==> src/rtl/dnn_pkg.sv <==
// dnn_pkg: shared types, widths and helpers for the two-layer DNN scheduler.
//   state_t       : scheduler FSM states
//   DATA_W/ACC_W  : sample width and MAC accumulator width
//   SAT_MAX/MIN   : 16-bit saturation limits for neuron results
//   w_base()      : first weight-ROM address of a neuron
//   sat16()       : clamp a widened accumulator value to 16 bits
package dnn_pkg;

  typedef enum logic [2:0] {
    IDLE     = 3'd0,
    H_MAC    = 3'd1,
    H_STORE  = 3'd2,
    O_MAC    = 3'd3,
    O_STORE  = 3'd4,
    ARGMAX   = 3'd5,
    FIN      = 3'd6
  } state_t;

  localparam int DATA_W        = 16;
  localparam int PROD_W        = 32;
  localparam int ACC_W         = 40;
  localparam int FRAC_BITS_DEF = 8;

  localparam logic signed [DATA_W-1:0] SAT_MAX = 16'sh7FFF;
  localparam logic signed [DATA_W-1:0] SAT_MIN = 16'sh8000;

  // Hidden weights are stored neuron-major first, output weights follow them.
  function automatic int w_base(input logic out_layer, input int n,
                                input int in_size, input int hidden);
    int base;
    if (out_layer) begin
      base = hidden * in_size + n * hidden;
    end else begin
      base = n * in_size;
    end
    return base;
  endfunction

  // Clamp to the signed 16-bit range.
  function automatic logic signed [DATA_W-1:0] sat16(input logic signed [ACC_W:0] v);
    logic signed [DATA_W-1:0] r;
    if (v > 41'sd32767) begin
      r = SAT_MAX;
    end else if (v < -41'sd32768) begin
      r = SAT_MIN;
    end else begin
      r = v[DATA_W-1:0];
    end
    return r;
  endfunction

endpackage

==> src/rtl/dnn_mac.sv <==
// dnn_mac: signed 16x16 multiply with a saturating 40-bit accumulator.
//   clk, rst_n : clock, asynchronous active-low reset
//   clear      : synchronous clear of the accumulator (wins over en)
//   en         : add a*b into the accumulator this cycle
//   a, b       : signed 16-bit operands
//   acc        : signed 40-bit accumulator value
// The add saturates instead of wrapping: a full image of maximum-magnitude
// pixels and weights exceeds 40 bits, and a wrapped sum would flip sign.
module dnn_mac
  import dnn_pkg::*;
(
  input  logic                     clk,
  input  logic                     rst_n,
  input  logic                     clear,
  input  logic                     en,
  input  logic signed [DATA_W-1:0] a,
  input  logic signed [DATA_W-1:0] b,
  output logic signed [ACC_W-1:0]  acc
);

  logic signed [PROD_W-1:0] prod_s;
  logic signed [ACC_W:0]    sum_s;
  logic signed [ACC_W-1:0]  sat_s;
  logic signed [ACC_W-1:0]  acc_r;

  // Product, widened sum and overflow clamp.
  always_comb begin
    prod_s = a * b;
    sum_s  = 41'(acc_r) + 41'(prod_s);
    if (sum_s[ACC_W] != sum_s[ACC_W-1]) begin
      sat_s = sum_s[ACC_W] ? {1'b1, {(ACC_W-1){1'b0}}} : {1'b0, {(ACC_W-1){1'b1}}};
    end else begin
      sat_s = sum_s[ACC_W-1:0];
    end
  end

  // Accumulator register.
  always_ff @(posedge clk or negedge rst_n) begin
    if (!rst_n) begin
      acc_r <= 40'sd0;
    end else if (clear) begin
      acc_r <= 40'sd0;
    end else if (en) begin
      acc_r <= sat_s;
    end else begin
      acc_r <= acc_r;
    end
  end

  assign acc = acc_r;

endmodule

==> src/rtl/dnn_layer_sched.sv <==
// dnn_layer_sched: sequences one inference of a two-layer fully connected
// network (hidden layer with ReLU, output layer, argmax).
//   clk, rst_n        : clock, asynchronous active-low reset
//   start             : request one inference (accepted only in IDLE)
//   px_addr / px_data : pixel memory, data one cycle after address
//   w_addr  / w_data  : weight ROM, data one cycle after address
//   b_addr  / b_data  : bias ROM, data one cycle after address
//   busy              : inference in progress (low in IDLE and FIN)
//   done              : one-cycle pulse when final_digit updates
//   final_digit       : argmax of the last completed inference
module dnn_layer_sched
  import dnn_pkg::*;
#(
  parameter  int INPUT_SIZE     = 784,
  parameter  int HIDDEN_NEURONS = 10,
  parameter  int OUTPUT_NEURONS = 10,
  parameter  int FRAC_BITS      = FRAC_BITS_DEF,
  localparam int PX_W = (INPUT_SIZE > 1) ? $clog2(INPUT_SIZE) : 1,
  localparam int W_W  = $clog2(HIDDEN_NEURONS*INPUT_SIZE + OUTPUT_NEURONS*HIDDEN_NEURONS),
  localparam int B_W  = $clog2(HIDDEN_NEURONS + OUTPUT_NEURONS)
) (
  input  logic                     clk,
  input  logic                     rst_n,
  input  logic                     start,
  output logic [PX_W-1:0]          px_addr,
  input  logic signed [DATA_W-1:0] px_data,
  output logic [W_W-1:0]           w_addr,
  input  logic signed [DATA_W-1:0] w_data,
  output logic [B_W-1:0]           b_addr,
  input  logic signed [DATA_W-1:0] b_data,
  output logic                     busy,
  output logic                     done,
  output logic [3:0]               final_digit
);

  localparam int MAX_HO  = (HIDDEN_NEURONS > OUTPUT_NEURONS) ? HIDDEN_NEURONS : OUTPUT_NEURONS;
  localparam int MAX_LEN = (INPUT_SIZE > MAX_HO) ? INPUT_SIZE : MAX_HO;
  localparam int K_W     = $clog2(MAX_LEN + 1);
  localparam int N_W     = $clog2(MAX_HO + 1);

  state_t state_r, next_state_s;

  logic [K_W-1:0]  k_r;          // issue / scan counter within a state
  logic [K_W-1:0]  act_sel_r;    // input index whose data arrives this cycle
  logic [N_W-1:0]  n_r;          // neuron index within the current layer
  logic [PX_W-1:0] px_addr_r;
  logic [W_W-1:0]  w_addr_r;
  logic [B_W-1:0]  b_addr_r;
  logic            mac_en_r;
  logic            busy_r;
  logic            done_r;
  logic [3:0]      final_digit_r;

  logic signed [DATA_W-1:0] act_r   [HIDDEN_NEURONS];
  logic signed [DATA_W-1:0] score_r [OUTPUT_NEURONS];
  logic signed [DATA_W-1:0] best_val_r;
  logic [3:0]               best_idx_r;

  logic                     issue_s;
  logic                     clear_s;
  logic                     busy_nxt_s;
  logic                     last_h_s;
  logic                     last_o_s;
  logic signed [DATA_W-1:0] act_val_s;
  logic signed [DATA_W-1:0] mac_a_s;
  logic signed [DATA_W-1:0] cand_s;
  logic signed [ACC_W-1:0]  acc_s;
  logic signed [ACC_W:0]    bias_sh_s;
  logic signed [ACC_W:0]    sum_s;
  logic signed [ACC_W:0]    shr_s;
  logic signed [DATA_W-1:0] res_s;
  logic signed [DATA_W-1:0] relu_s;

  assign last_h_s = (n_r == N_W'(HIDDEN_NEURONS - 1));
  assign last_o_s = (n_r == N_W'(OUTPUT_NEURONS - 1));

  // FSM state register.
  always_ff @(posedge clk or negedge rst_n) begin
    if (!rst_n) begin
      state_r <= IDLE;
    end else begin
      state_r <= next_state_s;
    end
  end

  // FSM next-state logic; each MAC state runs its issue cycles plus one drain cycle.
  always_comb begin
    next_state_s = state_r;
    case (state_r)
      IDLE:    next_state_s = start ? H_MAC : IDLE;
      H_MAC:   next_state_s = (k_r == K_W'(INPUT_SIZE)) ? H_STORE : H_MAC;
      H_STORE: next_state_s = last_h_s ? O_MAC : H_MAC;
      O_MAC:   next_state_s = (k_r == K_W'(HIDDEN_NEURONS)) ? O_STORE : O_MAC;
      O_STORE: next_state_s = last_o_s ? ARGMAX : O_MAC;
      ARGMAX:  next_state_s = (k_r == K_W'(OUTPUT_NEURONS - 1)) ? FIN : ARGMAX;
      FIN:     next_state_s = IDLE;
      default: next_state_s = IDLE;
    endcase
  end

  // FSM output decode: issue strobe, accumulator clear on MAC entry, next busy.
  always_comb begin
    case (state_r)
      H_MAC:   issue_s = (k_r < K_W'(INPUT_SIZE));
      O_MAC:   issue_s = (k_r < K_W'(HIDDEN_NEURONS));
      default: issue_s = 1'b0;
    endcase
    clear_s    = ((next_state_s == H_MAC) && (state_r != H_MAC)) ||
                 ((next_state_s == O_MAC) && (state_r != O_MAC));
    busy_nxt_s = (next_state_s != IDLE) && (next_state_s != FIN);
  end

  // Counters and registered memory addresses.
  always_ff @(posedge clk or negedge rst_n) begin
    if (!rst_n) begin
      k_r       <= '0;
      act_sel_r <= '0;
      n_r       <= '0;
      px_addr_r <= '0;
      w_addr_r  <= '0;
      b_addr_r  <= '0;
      mac_en_r  <= 1'b0;
    end else begin
      act_sel_r <= k_r;
      mac_en_r  <= issue_s;
      case (state_r)
        IDLE: begin
          if (start) begin
            k_r       <= '0;
            n_r       <= '0;
            px_addr_r <= '0;
            w_addr_r  <= W_W'(w_base(1'b0, 0, INPUT_SIZE, HIDDEN_NEURONS));
            b_addr_r  <= '0;
          end else begin
            k_r <= k_r;
          end
        end
        H_MAC: begin
          k_r <= k_r + K_W'(1);
          if (k_r < K_W'(INPUT_SIZE - 1)) begin
            px_addr_r <= px_addr_r + PX_W'(1);
            w_addr_r  <= w_addr_r + W_W'(1);
          end else begin
            px_addr_r <= px_addr_r;
          end
        end
        H_STORE: begin
          k_r       <= '0;
          px_addr_r <= '0;
          if (last_h_s) begin
            n_r      <= '0;
            w_addr_r <= W_W'(w_base(1'b1, 0, INPUT_SIZE, HIDDEN_NEURONS));
            b_addr_r <= B_W'(HIDDEN_NEURONS);
          end else begin
            n_r      <= n_r + N_W'(1);
            w_addr_r <= W_W'(w_base(1'b0, int'(n_r) + 1, INPUT_SIZE, HIDDEN_NEURONS));
            b_addr_r <= B_W'(int'(n_r) + 1);
          end
        end
        O_MAC: begin
          k_r <= k_r + K_W'(1);
          if (k_r < K_W'(HIDDEN_NEURONS - 1)) begin
            w_addr_r <= w_addr_r + W_W'(1);
          end else begin
            w_addr_r <= w_addr_r;
          end
        end
        O_STORE: begin
          k_r <= '0;
          if (last_o_s) begin
            n_r <= '0;
          end else begin
            n_r      <= n_r + N_W'(1);
            w_addr_r <= W_W'(w_base(1'b1, int'(n_r) + 1, INPUT_SIZE, HIDDEN_NEURONS));
            b_addr_r <= B_W'(HIDDEN_NEURONS + int'(n_r) + 1);
          end
        end
        ARGMAX:  k_r <= k_r + K_W'(1);
        FIN:     k_r <= '0;
        default: k_r <= '0;
      endcase
    end
  end

  // Operand select: output-layer inputs come from the act buffer, aligned to w_data.
  always_comb begin
    act_val_s = 16'sh0000;
    for (int i = 0; i < HIDDEN_NEURONS; i++) begin
      act_val_s = (act_sel_r == K_W'(i)) ? act_r[i] : act_val_s;
    end
    cand_s = 16'sh0000;
    for (int i = 0; i < OUTPUT_NEURONS; i++) begin
      cand_s = (k_r == K_W'(i)) ? score_r[i] : cand_s;
    end
    if (state_r == O_MAC) begin
      mac_a_s = act_val_s;
    end else begin
      mac_a_s = px_data;
    end
  end

  dnn_mac u_mac (
    .clk   (clk),
    .rst_n (rst_n),
    .clear (clear_s),
    .en    (mac_en_r),
    .a     (mac_a_s),
    .b     (w_data),
    .acc   (acc_s)
  );

  // Neuron result: add bias in accumulator scale, rescale, saturate, optional ReLU.
  always_comb begin
    bias_sh_s = 41'(b_data) <<< FRAC_BITS;
    sum_s     = 41'(acc_s) + bias_sh_s;
    shr_s     = sum_s >>> FRAC_BITS;
    res_s     = sat16(shr_s);
    if (res_s[DATA_W-1]) begin
      relu_s = 16'sh0000;
    end else begin
      relu_s = res_s;
    end
  end

  // Activation and score buffers, written in the STORE states.
  always_ff @(posedge clk or negedge rst_n) begin
    if (!rst_n) begin
      for (int i = 0; i < HIDDEN_NEURONS; i++) act_r[i] <= 16'sh0000;
      for (int i = 0; i < OUTPUT_NEURONS; i++) score_r[i] <= 16'sh0000;
    end else begin
      for (int i = 0; i < HIDDEN_NEURONS; i++) begin
        if ((state_r == H_STORE) && (n_r == N_W'(i))) act_r[i] <= relu_s;
      end
      for (int i = 0; i < OUTPUT_NEURONS; i++) begin
        if ((state_r == O_STORE) && (n_r == N_W'(i))) score_r[i] <= res_s;
      end
    end
  end

  // Running argmax; strict greater-than keeps the lowest index on ties.
  always_ff @(posedge clk or negedge rst_n) begin
    if (!rst_n) begin
      best_val_r <= 16'sh0000;
      best_idx_r <= 4'd0;
    end else if ((state_r == ARGMAX) && ((k_r == K_W'(0)) || (cand_s > best_val_r))) begin
      best_val_r <= cand_s;
      best_idx_r <= 4'(k_r);
    end else begin
      best_val_r <= best_val_r;
    end
  end

  // Registered status outputs; the result is published as FIN completes.
  always_ff @(posedge clk or negedge rst_n) begin
    if (!rst_n) begin
      busy_r        <= 1'b0;
      done_r        <= 1'b0;
      final_digit_r <= 4'd0;
    end else begin
      busy_r <= busy_nxt_s;
      done_r <= (state_r == FIN);
      if (state_r == FIN) begin
        final_digit_r <= best_idx_r;
      end else begin
        final_digit_r <= final_digit_r;
      end
    end
  end

  assign px_addr     = px_addr_r;
  assign w_addr      = w_addr_r;
  assign b_addr      = b_addr_r;
  assign busy        = busy_r;
  assign done        = done_r;
  assign final_digit = final_digit_r;

endmodule

==> config.mk <==
export PLATFORM = sky130hd
export DESIGN_NAME = dnn_layer_sched
export DESIGN_NICKNAME = d
export VERILOG_FILES = /design/src/rtl/dnn_pkg.sv /design/src/rtl/dnn_mac.sv /design/src/rtl/dnn_layer_sched.sv
export SDC_FILE = /design/constraint.sdc
export NUM_CORES = 2
export LEC_CHECK = 0
export BUFFER_PORTS_ARGS = -buffer_cell sky130_fd_sc_hd__buf_4
export CORE_AREA = 10 10 195 289
export CTS_BUF_LIST = sky130_fd_sc_hd__clkbuf_8
export DETAILED_ROUTE_END_ITERATION = 12
export DIE_AREA = 0 0 205 299
export GPL_TIMING_DRIVEN = 1
export PLACE_DENSITY = 0.87
export SKIP_LAST_GASP = 1
export SLEW_MARGIN = 20
export SYNTH_ARGS = -nofsm -noshare
export SYNTH_HDL_FRONTEND = slang
export SYNTH_SLANG_ARGS = --single-unit
==> constraint.sdc <==
create_clock -name clk -period 22.9 [get_ports clk]
set_clock_uncertainty 0.15 [all_clocks]
set_input_delay 1.145 -clock clk [delete_from_list [all_inputs] [get_ports clk]]
set_output_delay 1.145 -clock clk [all_outputs]
set_load 0.1 [all_outputs]
Word level (Yosys, flattened, before mapping)
Cells that the tools add are included.

word-level totals
  register bits after elaboration = 442
  output and inout port bits = 34

cells by class
  reductions and logical operators = 42
  equal/unequal tests = 45
  muxes and demuxes = 53
  magnitude comparators = 7
  $add $sub $neg = 10
  multipliers = 3

operator list
  cell                                                                                count
  16-bit two-way mux                                                                  23
  40-bit two-way mux                                                                  4
  10-bit by 3-bit == test with 1-bit output (second input constant)                   8
  13-bit two-way mux                                                                  5
  13-bit one-hot mux with 5 select lines                                              1
  10-bit by 4-bit == test with 1-bit output (second input constant)                   5
  40-bit by 24-bit adder with 41-bit output                                           1
  40-bit by 32-bit adder with 41-bit output                                           1
  10-bit by 2-bit == test with 1-bit output (second input constant)                   4
  33-bit by 16-bit greater-than comparator with 1-bit output (second input constant)  1
  33-bit by 16-bit less-than comparator with 1-bit output (second input constant)     1
  16-bit by 16-bit multiplier with 32-bit output                                      1
  10-bit one-hot mux with 3 select lines                                              1
  1-bit logical AND                                                                   24
  10-bit by 1-bit adder with 10-bit output (second input constant)                    2
  10-bit by 1-bit == test with 1-bit output (second input constant)                   2
  10-bit logical NOT                                                                  2
  10-bit less-than comparator (second input constant)                                 2
  10-bit by 4-bit less-than comparator with 1-bit output (second input constant)      2
  10-bit two-way mux                                                                  2
  10-bit one-hot mux with 2 select lines                                              1
  3-bit one-hot mux with 6 select lines                                               1
  4-bit by 3-bit == test with 1-bit output (second input constant)                    4
  16-bit greater-than comparator                                                      1
  40 further kinds                                                                    61

Logic depth before layout (Yosys ltp)
  depth in word-level cells = 18
  mapped depth = 36

Modules after synthesis
Synthesis repeated with hierarchy kept, for this count alone.

unflattened totals
  cell total of the unflattened synthesis = 3776
  area, all modules = 34917.2 um^2

modules (own cells, without submodules)
  module           area an instance (um^2)  cells each  seq. area each (um^2)  instances
  dnn_layer_sched  20567.2                  2242        9809.4                 1
  dnn_mac          14350.0                  1534        1001.0                 1

Least setup slack after synthesis
No wires, ideal clock.

  kind = register -> register
  from = register act_sel_r[7]
  to = register u_mac.acc_r[22] (netlist: u_mac.acc[22])
  library setup time = 0.126 ns
  setup slack = 13.955 ns
  cell stages (with the launch flop) = 36
  path buffers = 5
  data arrival time = 8.669 ns
  cells stage by stage = dfrtp_1 > or4_1 > nor3_1 > and3_1 > clkbuf_1 > clkbuf_1 > a22o_1 > a221oi_1 > a31oi_1 > mux2_2 > clkbuf_1 > nand2_1 > fa_1 > fa_1 > inv_1 > fa_1 > inv_1 > fa_1 > inv_1 > fa_1 > inv_1 > fa_1 > inv_1 > ha_1 > a211oi_1 > nor2_1 > o32ai_1 > o21ai_0 > a21oi_1 > o2111a_1 > nor2_1 > xnor2_1 > o21ai_1 > buf_2 > buf_4 > a221o_1

on the way
  word-level cells in the longest chain between the ends = 18
  elaborated cells between the ends (all ways) = 28
  those cells by class = add/sub (1); mul (1); eq/ne (10); mux (15); reduce/logical (1)

ends and longest elaborated chain
  element                                              RTL line                      text
  start: declaration                                   dnn_layer_sched.sv:44         logic [K_W-1:0] act_sel_r;
  start signal: assignment                             dnn_layer_sched.sv:124        act_sel_r <= k_r;
  10-bit logical NOT                                   dnn_layer_sched.sv:189        act_val_s = (act_sel_r == K_W'(i)) ? act_r[i] : act_val_s;
  16-bit two-way mux (9 in a row)                      dnn_layer_sched.sv:189
  16-bit two-way mux *                                 dnn_layer_sched.sv:189
  16-bit two-way mux *                                 dnn_layer_sched.sv:195        if (state_r == O_MAC) begin
  16-bit by 16-bit multiplier with 32-bit output *     dnn_mac.sv:28                 prod_s = a * b;
  40-bit by 32-bit adder with 41-bit output *          dnn_mac.sv:29                 sum_s = 41'(acc_r) + 41'(prod_s);
  40-bit two-way mux or 1-bit != test (tied branches)  dnn_mac.sv:31, dnn_mac.sv:30
  40-bit two-way mux *                                 dnn_mac.sv:30                 if (sum_s[ACC_W] != sum_s[ACC_W-1]) begin
  40-bit two-way mux *                                 dnn_mac.sv:43                 end else if (en) begin
  40-bit two-way mux *                                 dnn_mac.sv:41                 end else if (clear) begin
  end signal: assignment                               dnn_mac.sv:44                 acc_r <= sat_s;
  end signal: assignment                               dnn_mac.sv:46                 acc_r <= acc_r;
  end: declaration                                     dnn_mac.sv:24                 logic signed [ACC_W-1:0] acc_r;

Every way passes the cells marked *; elsewhere a longest branch is shown, timed or not. The select of a mux whose other input is x is not followed.
A chain may end at the register's enable or synchronous reset.

Worst setup path after layout
  from = register act_sel_r[7]
  to = register u_mac.acc_r[31] (netlist: u_mac.acc[31])

Same word-level chain as after synthesis.

==> flow_summary.yaml <==
finish:
  drive_above_1_share_pct: 8.92
  nets: 4154
  multiInputGateArea_sq_um: 22000
  regArea_sq_um: 10800
  area_growth_pct: 7.02
  fillers: 3594
floorplan:
  initial_utilization_pct: 69.0
  io_pins: 85
  die_w_um: 205
  core_sq_um: 51200
  dieArea_sq_um: 61300
  die_height_um: 299
  rows: 102
hold_path:
  hold_path.class: "reg2reg"
  min_path_cells: 0
clocking:
  clk_latency_ns: 0.68
  postCtsSetupRepairBufs: 0
  cts_root_buffer: "clkbuf_8"
  cts_resized: 0
  cts.htree.levels: 2
  cts.sinks: 432
  hold_buffers: 0
  path_clk_slew_ns: 0.07
  cts_buffers: 60
  cts_max_path_buffers: 3
  cts_tree: "yes"
sta:
  holdWs_ns: 0.331
  max_freq_ghz: 0.0939
  setup_violations: 0
  period_needed_ns: 10.65
  relSlewSlack_pct: 25.5
  maxSlewViolCount: 0
  rsz0062_at_grt: "no"
  fin_crit_sh_pct: 46.5
  worst_pin_slew_ns: 1.11
  setup_tns_ns: 0
  finalHoldViolations: 0
route:
  first_iter_violations: 2738
  wl_per_cell_um: 24.1
  drtAntennaViolNets: 0
  via_per_inst: 6.79
  drc: 0
  drt_wl_total_um: 103000
  route.vias.total: 29200
  firstDrtPassIters: 6
grt:
  grt_max_degree: 195
  antenna_found_initial: 2
  grt_pass1_wl_um: 166000
  globalRouteOverflowTotal: 0
  grt_usage_pct: 34.1
  first_global_vias: 31100
synthesis:
  synth_flop_cell: "dfrtp_1"
  synthCells: 3597
  seq_area_frac_synth_pct: 30.6
  yosysUniqueCellTypes: 81
  synth-edff-count: 0
  ys_async_sr_fraction_pct: 100
  synth_area_sq_um: 35300
  synth_nets: 4179
  ys_seq_elements: 432
  ys.warnings.count: 0
  synth.avg_cell_area_sq_um: 9.82
setup_path:
  critPathKind: "reg2reg"
  worst_path_largest_cell_delay_ns: 0.83
  critPathArrivalTime_ns: 11.08
  critical_path.top_delay_family: "compound AO/OA/AOI/OAI gates"
  path_max_fanout: 39
  cp-end-kind: "flop"
  critPathSlowestCell: "o21ai_4"
  worstSetupPathDepth: 29
  crit_top_cell: "fa_1"
  cp.required_ns: 23.33
  crit_path_start_kind: "flop"
  path_buf_inv: 5
  ff2ff_path_depth: 29
place:
  dp_hpwl_um: 77100
  io_buffers: 84
  place_congestion: 1.01
flow_run:
  maxCapViolCount: 0
status:
  status: "completed"
==> metrics by stage <==
stage                     instances  setup slack [ns]  area (sq um)  utilization (%)
after floorplan                3597             13.96         35300                -
after global placement         4184             12.51         36300             71.0
after detailed placement       4184             12.12         36300             71.0
after CTS                      4294             12.06         37700             73.7
after global routing           4297             11.73         37800             73.8
final                          4297             12.25         37800             73.8
==> layout make-up <==
class                   instances  area share (%)
multi-input cells            2497            58.1
diodes                          1         0.00662
well taps                     676            2.24
flip-flops and latches        432            28.6
clock buffers                  76            2.77
inverters                     437            4.34
repair buffers                144            2.97
clock inverters                34           0.927
==> layout by cell type, fill, tap and decap left out, types with 16 or more instances in the layout <==
master      n
inv_1     450
dfrtp_1   432
fa_1      337
nor2_1    267
nand2_1   226
ha_1      194
a22o_1    168
a21oi_1   150
buf_4     141
a311oi_1  129
o21ai_0   115
and2_1    111
clkbuf_8   76
a221o_1    51
xnor2_1    50
nand3_1    48
a221oi_1   47
nor2b_1    43
a21o_1     37
mux2i_1    36
nand2b_1   32
xor2_1     31
and3_1     30
a31oi_1    30
mux2_2     30
nand4_1    27
o22ai_1    27
nor3_1     24
a211oi_1   20
o211ai_1   19
o21a_1     18
or3_1      16
==> layer usage <==
metal	track usage (%)	share of wire [%]
met1	38.3	34
met2	58.3	51
met3	4.39	7.0
met4	25.2	8.2
met5	0	0.011
==> cells by family after synthesis <==
group                      synth area share (%)
AOI/OAI and AO/OA                          19.6
xor gates and xnor gates                   2.03
adders and majority gates                  26.0
buffers and inverters                      7.42
DFF                                        30.6
muxes                                      1.98
and+or+nand+nor                            12.3
==> path summary, 6_finish.rpt <==
| kind | start | end | slack (ns) |
|---|---|---|---|
| worst max register to register | act_sel_r[7]$_DFF_PN0_ | u_mac.acc[31]$_DFFE_PN0P_ | 12.25 |
| min in group asynchronous | rst_n | best_val_r[8]$_DFFE_PN0P_ | 0.34 |
| max in group asynchronous | rst_n | act_r[13]$_DFFE_PN0P_ | 19.79 |
| worst min-delay path | k_r[7]$_DFFE_PN0P_ | act_sel_r[7]$_DFF_PN0_ | 0.33 |
| worst min register to register | k_r[7]$_DFFE_PN0P_ | act_sel_r[7]$_DFF_PN0_ | 0.33 |
| worst max-delay path | act_sel_r[7]$_DFF_PN0_ | u_mac.acc[31]$_DFFE_PN0P_ | 12.25 |
==> state kept, by name (all words and copies together), names as in the netlist <==
name,count
score_r,160
act_r,150
u_mac.acc,40
best_val_r,16
w_addr,13
act_sel_r,10
k_r,10
px_addr,10
b_addr,5
best_idx_r,4
final_digit,4
n_r,4
state_r,3
busy,1
done,1
mac_en_r,1
==> cell usage after synthesis (all sizes together), types with 36 or more instances <==
master / n / share of area (%)
and2: 116 / 2.1
nand2: 226 / 2.4
clkbuf: 171 / 1.8
fa: 337 / 19
o21ai: 127 / 1.8
ha: 194 / 6.9
a22o: 168 / 4.2
nor2: 274 / 2.9
mux2i: 36 / 1.0
dfrtp: 432 / 31
a21o: 38 / 0.81
a221o: 51 / 1.4
a221oi: 47 / 1.2
a21oi: 151 / 2.1
nor2b: 43 / 0.76
xnor2: 50 / 1.2
nand3: 58 / 0.96
a311oi: 139 / 3.6
buf: 60 / 0.95
inv: 436 / 4.6
Power is not shown: default switching activity piles up to over one toggle a cycle in this logic, so the estimate is an artifact.
